$ cat config.mk
export PLATFORM = sky130hd
export DESIGN_NAME = systolic_tile_sched_flat
export DESIGN_NICKNAME = d
export VERILOG_FILES = /design/src/rtl/systolic_tile_sched_if.sv /design/src/rtl/systolic_tile_sched.sv /design/src/flat_wrapper.sv
export SDC_FILE = /design/constraint.sdc
export NUM_CORES = 1
export LEC_CHECK = 0
export BUFFER_PORTS_ARGS = -buffer_cell sky130_fd_sc_hd__buf_2
export CORE_MARGIN = 5
export CORE_UTILIZATION = 54
export CTS_BUF_LIST = sky130_fd_sc_hd__clkbuf_16
export CTS_CLUSTER_DIAMETER = 30
export CTS_CLUSTER_SIZE = 30
export DETAILED_ROUTE_END_ITERATION = 7
export GPL_ROUTABILITY_DRIVEN = 1
export PLACE_DENSITY = 0.83
export SLEW_MARGIN = 5
export SYNTH_ARGS = -nofsm -noshare
export SYNTH_HDL_FRONTEND = slang
export SYNTH_SLANG_ARGS = --single-unit
$ cat constraint.sdc
create_clock -name clk -period 3.4 [get_ports clk]
set_input_delay 0.34 -clock clk [delete_from_list [all_inputs] [get_ports clk]]
set_output_delay 0.34 -clock clk [all_outputs]
set_load 0.05 [all_outputs]
$ cat src/rtl/systolic_tile_sched_if.sv
`default_nettype none
// =============================================================================
// Module   : systolic_tile_sched_if
// Purpose  : Handshake/control bundle between the tile scheduler and its users.
//            Macro SCHED_ABORT_EN adds the abort input.
// Revision : 1.0
// =============================================================================
interface systolic_tile_sched_if #(
  parameter int DIM = 8
);
  localparam int IW = $clog2(DIM);

  logic           start;
  logic           busy;
  logic           done;
  logic           array_clr;
  logic           ld_valid;
  logic           ld_ready;
  logic [DIM-1:0] fifo_wr_a;
  logic [DIM-1:0] fifo_wr_b;
  logic           fifo_en;
  logic           res_valid;
  logic           res_ready;
  logic [IW-1:0]  res_idx;
`ifdef SCHED_ABORT_EN
  logic           abort;

  modport master (
    output start, ld_valid, res_ready, abort,
    input  busy, done, array_clr, ld_ready, fifo_wr_a, fifo_wr_b,
    input  fifo_en, res_valid, res_idx
  );
  modport slave (
    input  start, ld_valid, res_ready, abort,
    output busy, done, array_clr, ld_ready, fifo_wr_a, fifo_wr_b,
    output fifo_en, res_valid, res_idx
  );
`else
  modport master (
    output start, ld_valid, res_ready,
    input  busy, done, array_clr, ld_ready, fifo_wr_a, fifo_wr_b,
    input  fifo_en, res_valid, res_idx
  );
  modport slave (
    input  start, ld_valid, res_ready,
    output busy, done, array_clr, ld_ready, fifo_wr_a, fifo_wr_b,
    output fifo_en, res_valid, res_idx
  );
`endif
endinterface
`default_nettype wire

$ cat src/rtl/systolic_tile_sched.sv
`default_nettype none
// =============================================================================
// Module   : systolic_tile_sched
// Purpose  : Sequences one tile: load A/B rows, skewed compute, read results.
//            Macro SCHED_ABORT_EN adds an abort input that returns to IDLE.
// Revision : 1.0
// =============================================================================
module systolic_tile_sched #(
  parameter int DIM = 8,
  parameter int CW  = $clog2(3*DIM)
) (
  input  logic                  clk,
  input  logic                  rst,
  systolic_tile_sched_if.slave  bus
);
  localparam int IW = $clog2(DIM);

  localparam logic [CW-1:0] c_row_b    = CW'(DIM);
  localparam logic [CW-1:0] c_row_last = CW'(2*DIM-1);
  localparam logic [CW-1:0] c_cyc_last = CW'(3*DIM-3);
  localparam logic [IW-1:0] c_rd_last  = IW'(DIM-1);

  typedef enum logic [2:0] {
    S_IDLE    = 3'd0,
    S_LOAD    = 3'd1,
    S_COMPUTE = 3'd2,
    S_READ    = 3'd3,
    S_DONE    = 3'd4
  } state_t;

  state_t        r_state, w_state_nxt;
  logic [CW-1:0] r_row_cnt, w_row_nxt;
  logic [CW-1:0] r_cyc_cnt, w_cyc_nxt;
  logic [IW-1:0] r_rd_cnt, w_rd_nxt;
  logic          r_clr;
  logic          w_abort;

`ifdef SCHED_ABORT_EN
  assign w_abort = bus.abort && (r_state != S_IDLE);
`else
  assign w_abort = 1'b0;
`endif

  // Registered so the clear lands exactly on the first LOAD cycle.
  assign bus.array_clr = r_clr;

  always_ff @(posedge clk) begin
    if (rst) begin
      r_state   <= S_IDLE;
      r_row_cnt <= '0;
      r_cyc_cnt <= '0;
      r_rd_cnt  <= '0;
      r_clr     <= 1'b0;
    end else begin
      r_state   <= w_state_nxt;
      r_row_cnt <= w_row_nxt;
      r_cyc_cnt <= w_cyc_nxt;
      r_rd_cnt  <= w_rd_nxt;
      r_clr     <= (r_state == S_IDLE) && bus.start;
    end
  end

  always_comb begin
    w_state_nxt   = r_state;
    w_row_nxt     = r_row_cnt;
    w_cyc_nxt     = r_cyc_cnt;
    w_rd_nxt      = r_rd_cnt;
    bus.busy      = (r_state != S_IDLE);
    bus.done      = 1'b0;
    bus.ld_ready  = 1'b0;
    bus.fifo_wr_a = '0;
    bus.fifo_wr_b = '0;
    bus.fifo_en   = 1'b0;
    bus.res_valid = 1'b0;
    bus.res_idx   = r_rd_cnt;

    case (r_state)
      S_IDLE: begin
        if (bus.start) w_state_nxt = S_LOAD;
      end
      S_LOAD: begin
        bus.ld_ready = 1'b1;
        if (bus.ld_valid) begin
          if (r_row_cnt < c_row_b) bus.fifo_wr_a = DIM'(1) << r_row_cnt;
          else                     bus.fifo_wr_b = DIM'(1) << (r_row_cnt - c_row_b);
          if (r_row_cnt == c_row_last) begin
            w_row_nxt   = '0;
            w_cyc_nxt   = '0;
            w_state_nxt = S_COMPUTE;
          end else begin
            w_row_nxt = r_row_cnt + CW'(1);
          end
        end
      end
      S_COMPUTE: begin
        bus.fifo_en = 1'b1;
        if (r_cyc_cnt == c_cyc_last) begin
          w_cyc_nxt   = '0;
          w_state_nxt = S_READ;
        end else begin
          w_cyc_nxt = r_cyc_cnt + CW'(1);
        end
      end
      S_READ: begin
        bus.res_valid = 1'b1;
        if (bus.res_ready) begin
          if (r_rd_cnt == c_rd_last) begin
            w_rd_nxt    = '0;
            w_state_nxt = S_DONE;
          end else begin
            w_rd_nxt = r_rd_cnt + IW'(1);
          end
        end
      end
      S_DONE: begin
        bus.done    = 1'b1;
        w_state_nxt = S_IDLE;
      end
      default: w_state_nxt = S_IDLE;
    endcase

    // Abort gates the datapath controls in the same cycle it is seen.
    if (w_abort) begin
      bus.done      = 1'b0;
      bus.ld_ready  = 1'b0;
      bus.fifo_wr_a = '0;
      bus.fifo_wr_b = '0;
      bus.fifo_en   = 1'b0;
      bus.res_valid = 1'b0;
      w_row_nxt     = '0;
      w_cyc_nxt     = '0;
      w_rd_nxt      = '0;
      w_state_nxt   = S_IDLE;
    end
  end
endmodule
`default_nettype wire

$ cat src/flat_wrapper.sv
// flat-port wrapper written by rule: the top's interface ports become plain ports
module systolic_tile_sched_flat 
#(
  parameter int DIM = 8,
  parameter int CW  = $clog2(3*DIM)
)
  (clk, rst, bus_start, bus_ld_valid, bus_res_ready, bus_busy, bus_done, bus_array_clr, bus_ld_ready, bus_fifo_wr_a, bus_fifo_wr_b, bus_fifo_en, bus_res_valid, bus_res_idx);
  systolic_tile_sched_if #(.DIM(DIM)) bus_i ();
  input  logic clk;
  input  logic rst;
  input wire logic [$bits(bus_i.start)-1:0] bus_start;
  input wire logic [$bits(bus_i.ld_valid)-1:0] bus_ld_valid;
  input wire logic [$bits(bus_i.res_ready)-1:0] bus_res_ready;
  output wire logic [$bits(bus_i.busy)-1:0] bus_busy;
  output wire logic [$bits(bus_i.done)-1:0] bus_done;
  output wire logic [$bits(bus_i.array_clr)-1:0] bus_array_clr;
  output wire logic [$bits(bus_i.ld_ready)-1:0] bus_ld_ready;
  output wire logic [$bits(bus_i.fifo_wr_a)-1:0] bus_fifo_wr_a;
  output wire logic [$bits(bus_i.fifo_wr_b)-1:0] bus_fifo_wr_b;
  output wire logic [$bits(bus_i.fifo_en)-1:0] bus_fifo_en;
  output wire logic [$bits(bus_i.res_valid)-1:0] bus_res_valid;
  output wire logic [$bits(bus_i.res_idx)-1:0] bus_res_idx;
  assign bus_i.start = bus_start;
  assign bus_i.ld_valid = bus_ld_valid;
  assign bus_i.res_ready = bus_res_ready;
  assign bus_busy = bus_i.busy;
  assign bus_done = bus_i.done;
  assign bus_array_clr = bus_i.array_clr;
  assign bus_ld_ready = bus_i.ld_ready;
  assign bus_fifo_wr_a = bus_i.fifo_wr_a;
  assign bus_fifo_wr_b = bus_i.fifo_wr_b;
  assign bus_fifo_en = bus_i.fifo_en;
  assign bus_res_valid = bus_i.res_valid;
  assign bus_res_idx = bus_i.res_idx;
  systolic_tile_sched #(.DIM(DIM), .CW(CW)) u_core (.clk(clk), .rst(rst), .bus(bus_i));
endmodule
==> metrics.md <==
| Metric | Value |
|---|---|
| Outcome | `complete, no violations` |
| Fraction of layout cells with a size suffix above 1 | `22.3%` |
| Crit path kind | `flip-flop to primary output` |
| Ports | `30` |
| Mapped Nets | `142` |
| Total gr overflow | `0` |
| Largest family of logic cells by synthesized area | `simple AND/OR/NAND/NOR gates` |
| Die X | `54.0 um` |
| PD cells | `378 mW/mm2` |
| Worst Hold Class | `primary input to flip-flop` |
| Syn Inst Count | `131` |
| CTS Buffer Depth | `2` |
| Vias in the first global route | `968` |
| XOR/XNOR Fraction of Synth Area | `0%` |
| Synth unique cells | `38` |
| CTS root buffer | `clkbuf_16` |
| Post-Syn Area | `0.00105 mm2` |
| Final nets | `169` |
| CTS buffer count | `3` |
| Max-cap violations | `0` |
| Sequential element share of the synthesized area | `32.5%` |
| Yosys warns | `0` |
| Peak supply drop | `0.319 mV` |
| Tcrit/Tclk final | `69.0%` |
| Critical Path End Type | `primary output` |
| CTS Sinks | `17` |
| Synth Area in Adders | `7.17%` |
| CTS clock-pin slew for the worst setup and hold paths | `0.05 ns` |
| Starting Density | `55.1%` |
| Final HPWL DP | `1840 um` |
| Max Slew Vio Count | `0` |
| Post-synthesis simple-gate area fraction | `38.9%` |
| First-pass GRT wire length | `4220 um` |
| Total Die Area | `0.00292 mm2` |
| Comb power frac | `7.8%` |
| Post CTS Setup Buffer Count | `0` |
| Worst EP arrival | `2.01 ns` |
| Psw | `0.111 mW` |
| Die H | `54.0 um` |
| Rel. slew slack | `59.3%` |
| Setup tns final | `0 ns` |
| DRC errors left | `0` |
| Sw Ratio | `23.1%` |
| Routability cong. | `0.822` |
| Cells after DPL | `180` |
| Final core occ | `66.8%` |
| Power Internal | `0.370 mW` |
| CP Data Required Time | `3.06 ns` |
| Avg Vias per Cell | `5.77` |
| Hold-fix buffers, CTS | `0` |
| Static Leak | `0.545 nW` |
| Max frequency | `426 MHz` |
| CP startpoint kind | `flip-flop` |
| Diode count | `0` |
| IO buf count | `29` |
| Syn avg cell area | `7.99 um2` |
| Fin crit period | `2.35 ns` |
| Overall Power | `0.481 mW` |
| Seq pwr share | `43.2%` |
| Final setup viols | `0` |
| # rows | `16` |
| Fillcell total | `164` |
| Maximum number of pins on one net before global-route repair | `15` |
| Final hold violation count | `0` |
| RSZ-0062 raised after global routing | `false` |
| GR Util All Layers | `20.5%` |
| First DRT Iteration DRCs | `23` |
| ANT nets after route | `0` |
| Post-synthesis mux area share | `2.87%` |
| Post-Layout Cell Count | `184` |
| Clk pwr share | `49.0%` |
| Core area | `0.00190 mm2` |
| Synth Area in Compound Gates | `11.0%` |
| Routed WL | `2640 um` |
| Worst slew pin tran | `0.609 ns` |
| H-tree depth | `1` |
| Initial antenna violation count | `0` |
| Wire per inst | `14.3 um` |
| Drt pass-1 iters | `4` |
| Clock tree from TritonCTS | `built` |
| Skew-Pair Late Insertion Delay | `0.25 ns` |
| CP max FO | `9` |
| DR vias | `1,061` |
| Cts repair resizes | `0` |
| Clock Skew | `0.00411 ns` |
| Yosys reg bits | `17` |
| Layout area overhead | `21.4%` |
metal layers:
metal / GRT usage, % / share of wire (%) / up-vias
met1: 22.4 / 42 / 480
li1: - / - / 526
met5: 0 / 0 / -
met3: 6.65 / 8.2 / 7
met2: 34.1 / 48 / 48
met4: 12.4 / 2.3 / 0
Yosys cell counts:
cell type	number	area [um2]
dfxtp_1	17	340
nor2_1	17	63.8
inv_1	10	37.5
nand3_1	9	45.0
nand2_1	8	30.0
ha_1	6	75.1
nand3b_1	6	45.0
a21oi_1	5	25.0
clkbuf_1	4	15.0
nand4b_1	4	35.0
nor2b_1	4	25.0
nor3_1	4	20.0
or3_1	4	25.0
a31oi_1	3	18.8
buf_2	3	15.0
mux2i_1	3	30.0
nor4_1	2	12.5
o211ai_1	2	15.0
a211o_1	1	8.76
a32oi_1	1	8.76
and2_1	1	6.26
and3_1	1	6.26
and4_1	1	8.76
and4b_1	1	10.0
buf_6	1	11.3
nand2b_1	1	6.26
nand4_1	1	6.26
nand4bb_1	1	11.3
nor3b_1	1	7.51
nor4b_2	1	15.0
nor4bb_1	1	10.0
o21ai_0	1	5.00
o22ai_1	1	6.26
o311a_1	1	10.0
o311ai_0	1	8.76
o32ai_1	1	8.76
or3b_2	1	8.76
or4b_1	1	10.0
power groups by stage:
stage	Clock (mW)	Combinational, mW	Sequential [mW]
after global placement	0	0.0369	0.211
after floorplan	0	0.0306	0.210
after CTS	0.231	0.0378	0.208
after global routing	0.250	0.0407	0.208
after detailed placement	0	0.0376	0.212
final	0.236	0.0376	0.208
path summary, 6_finish.rpt:
path | startpoint | to | slack (ns) | cells after the start
max reg2reg | u_core.r_row_cnt[0]$_SDFFE_PP0P_ | u_core.r_cyc_cnt[3]$_SDFFE_PP0P_ | 1.79 | 4
min reg2reg | u_core.r_cyc_cnt[0]$_SDFFE_PP0P_ | u_core.r_cyc_cnt[0]$_SDFFE_PP0P_ | 0.52 | 1
min | bus_start | u_core.bus.array_clr$_SDFF_PP0_ | 0.34 | 3
max | u_core.r_row_cnt[4]$_SDFFE_PP0P_ | bus_fifo_wr_b[4] | 1.05 | 5
critical path, cell delays in order, from the launching register on:
cell,delay [ns]
dfxtp_1,0.47
inv_1,0.10
ha_1,0.34
or3b_2,0.47
nor2_1,0.11
buf_2,0.27
state kept, by name, indices dropped and copies added (netlist names):
name                  cells
u_core.r_cyc_cnt          5
u_core.r_row_cnt          5
u_core.bus.res_idx        3
u_core.r_state            3
u_core.bus.array_clr      1
per-stage QoR:
stage / setup slack, ns / cell area [um2] / hold WS (ns)
2_1_floorplan: 0.666 / 1050 / 0.447
3_3_place_gp: 1.40 / 1190 / 0.460
3_5_place_dp: 1.33 / 1190 / 0.505
4_1_cts: 1.06 / 1270 / 0.345
5_1_grt: 0.953 / 1270 / 0.353
6_report: 1.05 / 1270 / 0.338
layout by cell type (no fill, tap or decap), drive strengths merged, types with 2 or more instances in the layout:
cell type / n
nor4: 2
buf: 30
a21oi: 5
nor3: 4
o211ai: 2
or3: 4
nand2: 8
inv: 11
a31oi: 3
nor2b: 4
nand4b: 4
nand3: 9
clkbuf: 3
dfxtp: 17
ha: 6
nand3b: 6
nor2: 17
mux2i: 3
kinds of logic after synthesis:
logic type                 count (synthesis)
and+or+nand+nor                           70
buffers and inverters                     18
AOI/OAI and AO/OA                         17
DFF                                       17
adders and majority gates                  6
muxes                                      3
area by class of cell:
class                      count  area [um2]  share of cell area, %
clock buffer                   3        75.1                   5.91
timing repair buffer          30         153                   12.0
inverter                      10        37.5                   2.95
tap                           27        33.8                   2.66
clock inverter                 1        3.75                  0.295
sequential                    17         340                   26.8
multi-input combinational     96         628                   49.4
No activity file was read; power rests on OpenSTA's default activity.
